### src/rtl/b16_ser_master.sv
// ---------------------------------------------------------------------------
// b16_ser_master
//
// Byte-stream initiator for the b16 memory bus. A host sends short commands
// over an 8-bit rx/tx byte link (typically from a UART). Each command becomes
// one word or byte transfer on the b16 bus, after the bus is obtained from the
// arbiter. The block sits beside the CPU as a second bus master. Typical uses
// are loading boot images into SRAM and inspecting memory.
//
// Commands (arguments MSB first):
//   0x52 'R' aH aL        word read  -> reply dataH, dataL
//   0x4E 'N'              word read at last address + 2 -> reply dataH, dataL
//   0x57 'W' aH aL dH dL  word write -> reply 0x2E
//   0x42 'B' aH aL d      byte write -> reply 0x2E
//   other                 no bus activity -> reply 0x3F
//   A transfer that times out replies 0x21 instead.
//
// Ports:
//   clk       : clock, rising edge
//   nreset    : synchronous active-low reset
//   rx_data   : received byte, qualified by rx_valid
//   rx_valid  : one-cycle strobe, no backpressure
//   tx_data   : byte to send, qualified by tx_valid
//   tx_valid  : tx_data valid
//   tx_ready  : sink accepts when tx_valid & tx_ready
//   bus_req   : bus request to the arbiter
//   bus_gnt   : bus grant from the arbiter
//   addr      : bus byte address
//   r         : read strobe
//   w         : byte write enables (w[1] -> dwrite[15:8], w[0] -> dwrite[7:0])
//   dwrite    : write data
//   data      : read data
//   ready     : responder completes the transfer at this edge
//   overrun   : sticky; a byte arrived while busy (cleared only by reset)
//
// Parameter:
//   TO_BITS   : timeout counter width; a transfer aborts after
//               2^TO_BITS-1 cycles without ready
// ---------------------------------------------------------------------------
module b16_ser_master #(
    parameter int unsigned TO_BITS = 8
) (
    input  logic        clk,
    input  logic        nreset,
    input  logic [7:0]  rx_data,
    input  logic        rx_valid,
    output logic [7:0]  tx_data,
    output logic        tx_valid,
    input  logic        tx_ready,
    output logic        bus_req,
    input  logic        bus_gnt,
    output logic [15:0] addr,
    output logic        r,
    output logic [1:0]  w,
    output logic [15:0] dwrite,
    input  logic [15:0] data,
    input  logic        ready,
    output logic        overrun
);

    localparam logic [7:0] CMD_R   = 8'h52;
    localparam logic [7:0] CMD_N   = 8'h4E;
    localparam logic [7:0] CMD_W   = 8'h57;
    localparam logic [7:0] CMD_B   = 8'h42;
    localparam logic [7:0] RSP_OK  = 8'h2E;
    localparam logic [7:0] RSP_UNK = 8'h3F;
    localparam logic [7:0] RSP_TO  = 8'h21;

    // The counter starts at 0 in the first XFER cycle. Aborting when it holds
    // 2^TO_BITS-2 therefore ends the transfer after exactly 2^TO_BITS-1
    // cycles without ready.
    localparam logic [TO_BITS-1:0] TO_ONE  = TO_BITS'(1);
    localparam logic [TO_BITS-1:0] TO_LAST = ~TO_ONE;

    typedef enum logic [2:0] {
        ST_IDLE = 3'd0,
        ST_ARG  = 3'd1,
        ST_REQ  = 3'd2,
        ST_XFER = 3'd3,
        ST_RESP = 3'd4
    } state_t;

    // Number of argument bytes that follow a command byte (0 = none/unknown).
    function automatic logic [2:0] arg_count(input logic [7:0] cmd);
        logic [2:0] n;
        case (cmd)
            CMD_R:   n = 3'd2;
            CMD_W:   n = 3'd4;
            CMD_B:   n = 3'd3;
            default: n = 3'd0;
        endcase
        return n;
    endfunction

    state_t              state_r;
    logic [7:0]          cmd_r;
    logic [2:0]          arg_left_r;
    logic [23:0]         arg_r;        // previously received argument bytes
    logic [15:0]         last_addr_r;  // address of the last transfer
    logic [15:0]         xfer_addr_r;
    logic [15:0]         xfer_data_r;
    logic [1:0]          xfer_wen_r;
    logic                xfer_rd_r;
    logic [TO_BITS-1:0]  to_cnt_r;
    logic [7:0]          resp_lo_r;    // second response byte of a read
    logic                resp_two_r;   // a second response byte is pending

    logic [31:0]         full_s;
    logic [15:0]         dec_addr_s;
    logic [15:0]         dec_data_s;
    logic [1:0]          dec_wen_s;
    logic                dec_rd_s;
    logic [15:0]         next_addr_s;

    // Decode the complete argument set as the final argument byte arrives.
    always_comb begin
        full_s      = {arg_r, rx_data};
        dec_addr_s  = 16'h0000;
        dec_data_s  = 16'h0000;
        dec_wen_s   = 2'b00;
        dec_rd_s    = 1'b0;
        next_addr_s = (last_addr_r & 16'hFFFE) + 16'h0002;
        case (cmd_r)
            CMD_R: begin
                dec_addr_s = full_s[15:0] & 16'hFFFE;
                dec_rd_s   = 1'b1;
            end
            CMD_W: begin
                dec_addr_s = full_s[31:16] & 16'hFFFE;
                dec_data_s = full_s[15:0];
                dec_wen_s  = 2'b11;
            end
            CMD_B: begin
                // Big-endian: the even address is the high byte lane.
                dec_addr_s = full_s[23:8];
                dec_data_s = {full_s[7:0], full_s[7:0]};
                if (full_s[8]) begin
                    dec_wen_s = 2'b01;
                end else begin
                    dec_wen_s = 2'b10;
                end
            end
            default: begin
                dec_addr_s = 16'h0000;
            end
        endcase
    end

    // Command FSM with registered bus and byte-link outputs.
    always_ff @(posedge clk) begin
        if (!nreset) begin
            state_r     <= ST_IDLE;
            cmd_r       <= 8'h00;
            arg_left_r  <= 3'd0;
            arg_r       <= 24'h000000;
            last_addr_r <= 16'h0000;
            xfer_addr_r <= 16'h0000;
            xfer_data_r <= 16'h0000;
            xfer_wen_r  <= 2'b00;
            xfer_rd_r   <= 1'b0;
            to_cnt_r    <= '0;
            resp_lo_r   <= 8'h00;
            resp_two_r  <= 1'b0;
            tx_data     <= 8'h00;
            tx_valid    <= 1'b0;
            bus_req     <= 1'b0;
            addr        <= 16'h0000;
            r           <= 1'b0;
            w           <= 2'b00;
            dwrite      <= 16'h0000;
            overrun     <= 1'b0;
        end else begin
            case (state_r)
                ST_IDLE: begin
                    if (rx_valid) begin
                        cmd_r <= rx_data;
                        if (rx_data == CMD_N) begin
                            state_r     <= ST_REQ;
                            bus_req     <= 1'b1;
                            xfer_addr_r <= next_addr_s;
                            last_addr_r <= next_addr_s;
                            xfer_data_r <= 16'h0000;
                            xfer_wen_r  <= 2'b00;
                            xfer_rd_r   <= 1'b1;
                        end else if (arg_count(rx_data) != 3'd0) begin
                            state_r    <= ST_ARG;
                            arg_left_r <= arg_count(rx_data);
                        end else begin
                            state_r    <= ST_RESP;
                            tx_valid   <= 1'b1;
                            tx_data    <= RSP_UNK;
                            resp_two_r <= 1'b0;
                        end
                    end else begin
                        state_r <= ST_IDLE;
                    end
                end
                ST_ARG: begin
                    if (rx_valid) begin
                        arg_r <= {arg_r[15:0], rx_data};
                        if (arg_left_r == 3'd1) begin
                            state_r     <= ST_REQ;
                            bus_req     <= 1'b1;
                            xfer_addr_r <= dec_addr_s;
                            last_addr_r <= dec_addr_s;
                            xfer_data_r <= dec_data_s;
                            xfer_wen_r  <= dec_wen_s;
                            xfer_rd_r   <= dec_rd_s;
                        end else begin
                            arg_left_r <= arg_left_r - 3'd1;
                        end
                    end else begin
                        state_r <= ST_ARG;
                    end
                end
                ST_REQ: begin
                    if (rx_valid) begin
                        overrun <= 1'b1;
                    end else begin
                        overrun <= overrun;
                    end
                    if (bus_gnt) begin
                        state_r  <= ST_XFER;
                        addr     <= xfer_addr_r;
                        r        <= xfer_rd_r;
                        w        <= xfer_wen_r;
                        dwrite   <= xfer_data_r;
                        to_cnt_r <= '0;
                    end else begin
                        state_r <= ST_REQ;
                    end
                end
                ST_XFER: begin
                    if (rx_valid) begin
                        overrun <= 1'b1;
                    end else begin
                        overrun <= overrun;
                    end
                    if (ready || (to_cnt_r == TO_LAST)) begin
                        state_r  <= ST_RESP;
                        bus_req  <= 1'b0;
                        addr     <= 16'h0000;
                        r        <= 1'b0;
                        w        <= 2'b00;
                        dwrite   <= 16'h0000;
                        tx_valid <= 1'b1;
                        if (!ready) begin
                            tx_data    <= RSP_TO;
                            resp_two_r <= 1'b0;
                        end else if (xfer_rd_r) begin
                            tx_data    <= data[15:8];
                            resp_lo_r  <= data[7:0];
                            resp_two_r <= 1'b1;
                        end else begin
                            tx_data    <= RSP_OK;
                            resp_two_r <= 1'b0;
                        end
                    end else begin
                        to_cnt_r <= to_cnt_r + TO_ONE;
                    end
                end
                ST_RESP: begin
                    if (rx_valid) begin
                        overrun <= 1'b1;
                    end else begin
                        overrun <= overrun;
                    end
                    if (tx_ready) begin
                        if (resp_two_r) begin
                            tx_data    <= resp_lo_r;
                            resp_two_r <= 1'b0;
                        end else begin
                            state_r  <= ST_IDLE;
                            tx_valid <= 1'b0;
                            tx_data  <= 8'h00;
                        end
                    end else begin
                        state_r <= ST_RESP;
                    end
                end
                default: begin
                    state_r  <= ST_IDLE;
                    tx_valid <= 1'b0;
                    bus_req  <= 1'b0;
                    addr     <= 16'h0000;
                    r        <= 1'b0;
                    w        <= 2'b00;
                    dwrite   <= 16'h0000;
                end
            endcase
        end
    end

endmodule

### config.mk
export PLATFORM = sky130hd
export DESIGN_NAME = b16_ser_master
export DESIGN_NICKNAME = d
export VERILOG_FILES = /design/src/rtl/b16_ser_master.sv
export SDC_FILE = /design/constraint.sdc
export NUM_CORES = 1
export LEC_CHECK = 0
export BUFFER_PORTS_ARGS = -buffer_cell sky130_fd_sc_hd__buf_4
export CORE_ASPECT_RATIO = 1.1
export CORE_UTILIZATION = 52
export DETAILED_ROUTE_END_ITERATION = 10
export GPL_ROUTABILITY_DRIVEN = 0
export PLACE_DENSITY = 0.75
export SYNTH_ARGS = -nofsm -noshare
export SYNTH_HDL_FRONTEND = slang
export SYNTH_SLANG_ARGS = --single-unit
### constraint.sdc
create_clock -name clk -period 2.3 [get_ports clk]
set_clock_uncertainty 0.2 [all_clocks]
set_input_delay 0.23 -clock clk [delete_from_list [all_inputs] [get_ports clk]]
set_output_delay 0.23 -clock clk [all_outputs]
set_load 0.05 [all_outputs]
Word-level counts from Yosys, hierarchy flattened
Cells that the tools add are included.
{ "word_totals": {"register_bits": 136, "inputBits": 30} }
{ "op_classes": {"n_reduce_logical": 22, "addsub": 3, "mux": 87, "n_bitwise": 3, "n_eq_ne": 28} }
{ "ops": {"columns": ["cell", "n"], "rows": [
  ["two-way mux 16 bit", 11],
  ["case mux 16 bit (3 select lines)", 3],
  ["case mux 16 bit (2 select lines)", 3],
  ["two-way mux 8 bit", 10],
  ["== test 8 x 7 -> 1 bit, second input constant", 7],
  ["two-way mux 3 bit", 17],
  ["!= test 2 bit, second input constant", 13],
  ["case mux 8 bit (3 select lines)", 1],
  ["two-way mux 1 bit", 23],
  ["AND reduction 6 bit", 3],
  ["adder 16 x 2 -> 16 bit, second input constant", 1],
  ["case mux 8 bit (2 select lines)", 1],
  ["case mux 3 bit (5 select lines)", 1],
  ["two-way mux 2 bit", 7],
  ["case mux 3 bit (3 select lines)", 1],
  ["AND reduction 3 bit", 3],
  ["adder 8 x 1 -> 8 bit, second input constant", 1],
  ["== test 8 bit, second input constant", 1],
  ["case mux 1 bit (4 select lines)", 2],
  ["case mux 2 bit (2 select lines)", 2],
  ["AND reduction 7 bit", 1],
  ["== test 3 x 1 -> 1 bit, second input constant", 2],
  ["== test 3 x 2 -> 1 bit, second input constant", 2],
  ["!= test 3 bit, second input constant", 2],
  ["other kinds (16)", 25]
]} }

Logic depth before layout (Yosys ltp)
{ "logic_depth": {"word_depth": 11, "mapped_depth": 9, "mapped_depth_nobuf": 7} }

Worst setup path before layout
OpenSTA, ideal clock, no wires.
{ "synth_path": {"path_type": "reg-to-reg", "startpoint": "register state_r[2]", "endpoint": "register xfer_addr_r[9]", "setup_slack_ns": -0.038, "required_time_ns": 1.968, "path_buffers": 2, "t_arrival_ns": 2.006, "stages_incl_launch_ff": 8, "path_cell_list": "dfxtp_1 -> or4b_1 -> buf_4 -> or3_4 -> and2_4 -> buf_2 -> a311oi_1 -> nor3_1"} }
{ "synth_via": {"elab_chain_cells": 3} }
{ "synth_rtl": {"columns": ["element", "line_no", "text"], "rows": [
  ["start: declaration", "95", "state_t state_r;"],
  ["start signal: assignment", "152", "state_r <= ST_IDLE;"],
  ["start signal: assignment", "178", "state_r <= ST_REQ;"],
  ["start signal: assignment", "186", "state_r <= ST_ARG;"],
  ["== test 3 x 1 -> 1 bit or logical NOT 3 bit (tied branches)", "173", "case (state_r)"],
  ["!= test 2 bit (no source line) or nonzero test 2 bit (tied branches)", null, null],
  ["AND reduction 5 bit (no source line)", null, null],
  ["end signal: assignment", "180", "xfer_addr_r <= next_addr_s;"],
  ["end signal: assignment", "204", "xfer_addr_r <= dec_addr_s;"],
  ["end: declaration", "100", "logic [15:0] xfer_addr_r;"]
]} }
Several ways; a longest one is shown, not always the timed one.
A chain may end at the register's enable or synchronous reset.

Worst setup path in the final report
{ "layout_path": {"startpoint": "register state_r[0]", "endpoint": "register xfer_data_r[5]"} }
{ "layout_via": {"elab_chain_cells": 3} }
{ "layout_rtl": {"columns": ["element", "line_no", "text"], "rows": [
  ["== test 3 x 1 -> 1 bit or logical NOT 3 bit (tied branches)", "173", null],
  ["!= test 2 bit (no source line) or nonzero test 2 bit (tied branches)", null, null],
  ["AND reduction 5 bit (no source line)", null, null],
  ["end signal: assignment", "206", "xfer_data_r <= dec_data_s;"],
  ["end: declaration", "101", "logic [15:0] xfer_data_r;"]
]} }
Several ways; a longest one is shown, not always the timed one.

==> impl_metrics.env <==
export IMPL_cpMaxStageDelayCell="or4b_4"
export IMPL_clockRootBuffer="clkbuf_16"
export IMPL_start_util=0.540
export IMPL_grt_usage=0.291
export IMPL_ir_drop_uv=526
export IMPL_tightest_slew_ns=0.489
export IMPL_relSlewSlack=0.674
export IMPL_die_width_um=107
export IMPL_finalCritPeriodShare=0.992
export IMPL_critPathMaxStageDelay_ns=0.55
export IMPL_cts_buffers=17
export IMPL_place_inst=983
export IMPL_post_dp_hpwl_um=12000
export IMPL_dieArea_um2=12500
export IMPL_slew_viol_final=0
export IMPL_viasPerCell=6.03
export IMPL_crit_type="reg2reg"
export IMPL_die_h_um=117
export IMPL_final_common_cell="nand2_1"
export IMPL_postSynthCellCount=773
export IMPL_multi_input_area_um2=3250
export IMPL_hold_path_end="arg_r[5]"
export IMPL_io_buffers=75
export IMPL_routedWlPerCell_um=17.4
export IMPL_io_pin_count=76
export IMPL_grt_pass1_wl_um=28800
export IMPL_yosys_register_bits=136
export IMPL_antenna_found_initial=0
export IMPL_setup_viol=0
export IMPL_cts_tree="done"
export IMPL_holdPathStages=4
export IMPL_crit_buf_inv=0
export IMPL_synthArstFlopShare=0
export IMPL_rows=41
export IMPL_cts_sinks=136
export IMPL_hold_violations=0
export IMPL_nNetsFinal=902
export IMPL_fmax_ghz=0.438
export IMPL_syn_to_final_growth_pct=26.8
export IMPL_wl_um=17900
export IMPL_worstHoldStart="rx_data[5]"
export IMPL_core_um2=11600
export IMPL_place_area_um2=7120
export IMPL_ys_flop_type="dfxtp_1"
export IMPL_synth_distinct_cells=69
export IMPL_cts_reportedPaths_clkPinSlew_ns=0.06
export IMPL_worstPathArrival_ns=2.44
export IMPL_final_util=0.684
export IMPL_period_needed_ns=2.28
export IMPL_synth_top_area_cell="dfxtp_1"
export IMPL_cpLargestDelayFamily="simple AND/OR/NAND/NOR gates"
export IMPL_n_antenna_cell=0
export IMPL_seq_area_um2=2720
export IMPL_r2r_cells=5
export IMPL_critPathCaptureType="flip-flop"
export IMPL_r2r_start="state_r[0]"
export IMPL_p_leak_nw=2.92
export IMPL_drt_iter0_markers=598
export IMPL_grt_overflow_total=0
export IMPL_avgSynthCellArea_um2=8.13
export IMPL_r2r_end="xfer_data_r[5]"
export IMPL_hold_class="in2reg"
export IMPL_status="complete, no violations"
export IMPL_clockBufferDepth=2
export IMPL_grt_pass1_vias=5916
export IMPL_synth_edf_count=0
export IMPL_final_cell_mix="nand2_1, dfxtp_1, buf_4, a21oi_1, nor2_1"
export IMPL_detail_route_antenna_nets=0
export IMPL_final_area_um2=7970
export IMPL_seq_area_frac_synth=0.433
export IMPL_crit_cells=5
export IMPL_fillers=927
export IMPL_htreeDepth=4
export IMPL_grt_max_degree=49
export IMPL_rsz0062_at_grt="yes"
export IMPL_yosys_warnings=0
export IMPL_cp_max_fo=8
export IMPL_clkLatencyLatePin_ns=0.43
export IMPL_cap_violations=0
export IMPL_timing_critical_path_required_ns=2.46
export IMPL_vias=6213
export IMPL_syn_num_nets=808
export IMPL_synthTopCellsByArea="dfxtp_1, nand2_1, a21oi_1"
export IMPL_synth_top_area_share=0.433
export IMPL_crit_path_cell_trace="or4b_4 -> or3_4 -> a221oi_4 -> a22oi_1 -> nor2_1"
export IMPL_p_total_mw=5.82
export IMPL_drc=0
export IMPL_syn_cell_area_um2=6280
export IMPL_layout_cells_non_filler=1030
export IMPL_power_density_nw_per_um2=730
export IMPL_drive_gt1_frac=0.205
export IMPL_r2r_slack_ns=0.02
export IMPL_dr_pass1_iters=5
export IMPL_worst_setup_path_start_kind="flip-flop"
[cell usage after synthesis (3+ instances only)]
cell type / count
a211oi_1: 12
a21o_1: 3
a21oi_1: 97
a221oi_1: 7
a22oi_1: 24
a311oi_1: 6
a31oi_1: 5
a32o_1: 6
and2_1: 4
and3_1: 6
buf_2: 5
buf_4: 7
buf_6: 5
clkbuf_1: 40
dfxtp_1: 136
ha_1: 5
inv_1: 14
mux2_2: 6
mux2i_1: 7
nand2_1: 143
nand2b_1: 3
nand3_1: 46
nand3b_1: 3
nand4_1: 10
nor2_1: 51
nor2b_1: 3
nor3_1: 5
nor3b_1: 3
o2111ai_1: 3
o21a_1: 3
o21ai_0: 34
o22ai_1: 10
o2bb2ai_1: 6
or3_1: 4
xnor2_1: 6
xor2_1: 4
[per-layer routing]
layer	wire [um]	GRT usage	vias to the layer above
li1	-	-	2956
met1	7110	0.356	2921
met2	8920	0.489	277
met3	1270	0.0611	59
met4	607	0.127	0
met5	0	0	-
[final cells by class]
class / instances / area share
inverter: 14 / 0.00659
timing repair buffer: 136 / 0.138
tap: 150 / 0.0235
sequential: 136 / 0.342
clock buffer: 24 / 0.0617
clock inverter: 8 / 0.0207
multi-input combinational: 562 / 0.407
[sequential cells by signal, indices dropped and copies added, names as in the netlist, 8 cells and up]
register,count
to_cnt_r,8
cmd_r,8
tx_data,8
xfer_addr_r,16
arg_r,24
dwrite,16
resp_lo_r,8
xfer_data_r,16
addr,16
[how the worst max path moves through the flow]
stage                     startpoint             end  slack (ns)
after global routing      state_r[0]  xfer_data_r[3]       -0.04
after detailed placement  rx_data[5]   arg_left_r[0]       -0.11
after floorplan           state_r[0]  xfer_addr_r[9]      -0.002
after CTS                 state_r[2]   arg_left_r[0]       0.001
after global placement    rx_data[5]  xfer_data_r[5]       0.004
final                     state_r[0]  xfer_data_r[5]        0.02
[repair_timing]
action	in CTS	in global routing
pin swaps	2	4
gates resized for setup	1	11
hold buffers	13	0
hold endpoints to repair	14	0
setup buffers	0	2
endpoints found under the setup margin	26	55
cloned	0	0
[tightest hold or removal path: cells and delay by family]
family / cells / cell delay (ns)
and+or+nand+nor: 1 / 0.05
buffers and inverters: 2 / 0.21
AOI/OAI and AO/OA: 1 / 0.11
[power by group]
group / switching [mW] / internal [mW]
Clock: 0.992 / 2.03
Combinational: 0.237 / 0.153
Sequential: 0.0215 / 2.39
[through the flow]
step | worst slack [ns] | hold slack, ns | TNS, ns
2_1_floorplan | -0.00249 | 0.166 | -0.00249
3_3_place_gp | 0.00372 | 0.238 | 0
3_5_place_dp | -0.111 | 0.248 | -0.578
4_1_cts | 0.00127 | 0.00455 | 0
5_1_grt | -0.0381 | 0.0303 | -0.223
6_report | 0.0176 | 0.0185 | 0
[logic make-up after synthesis]
group / share of synthesized area
and+or+nand+nor: 0.225
adders and majority gates: 0.00995
muxes: 0.0219
xor gates and xnor gates: 0.0139
buffers and inverters: 0.0575
DFF: 0.433
AOI/OAI and AO/OA: 0.239
No activity file was read; power rests on OpenSTA's default activity.
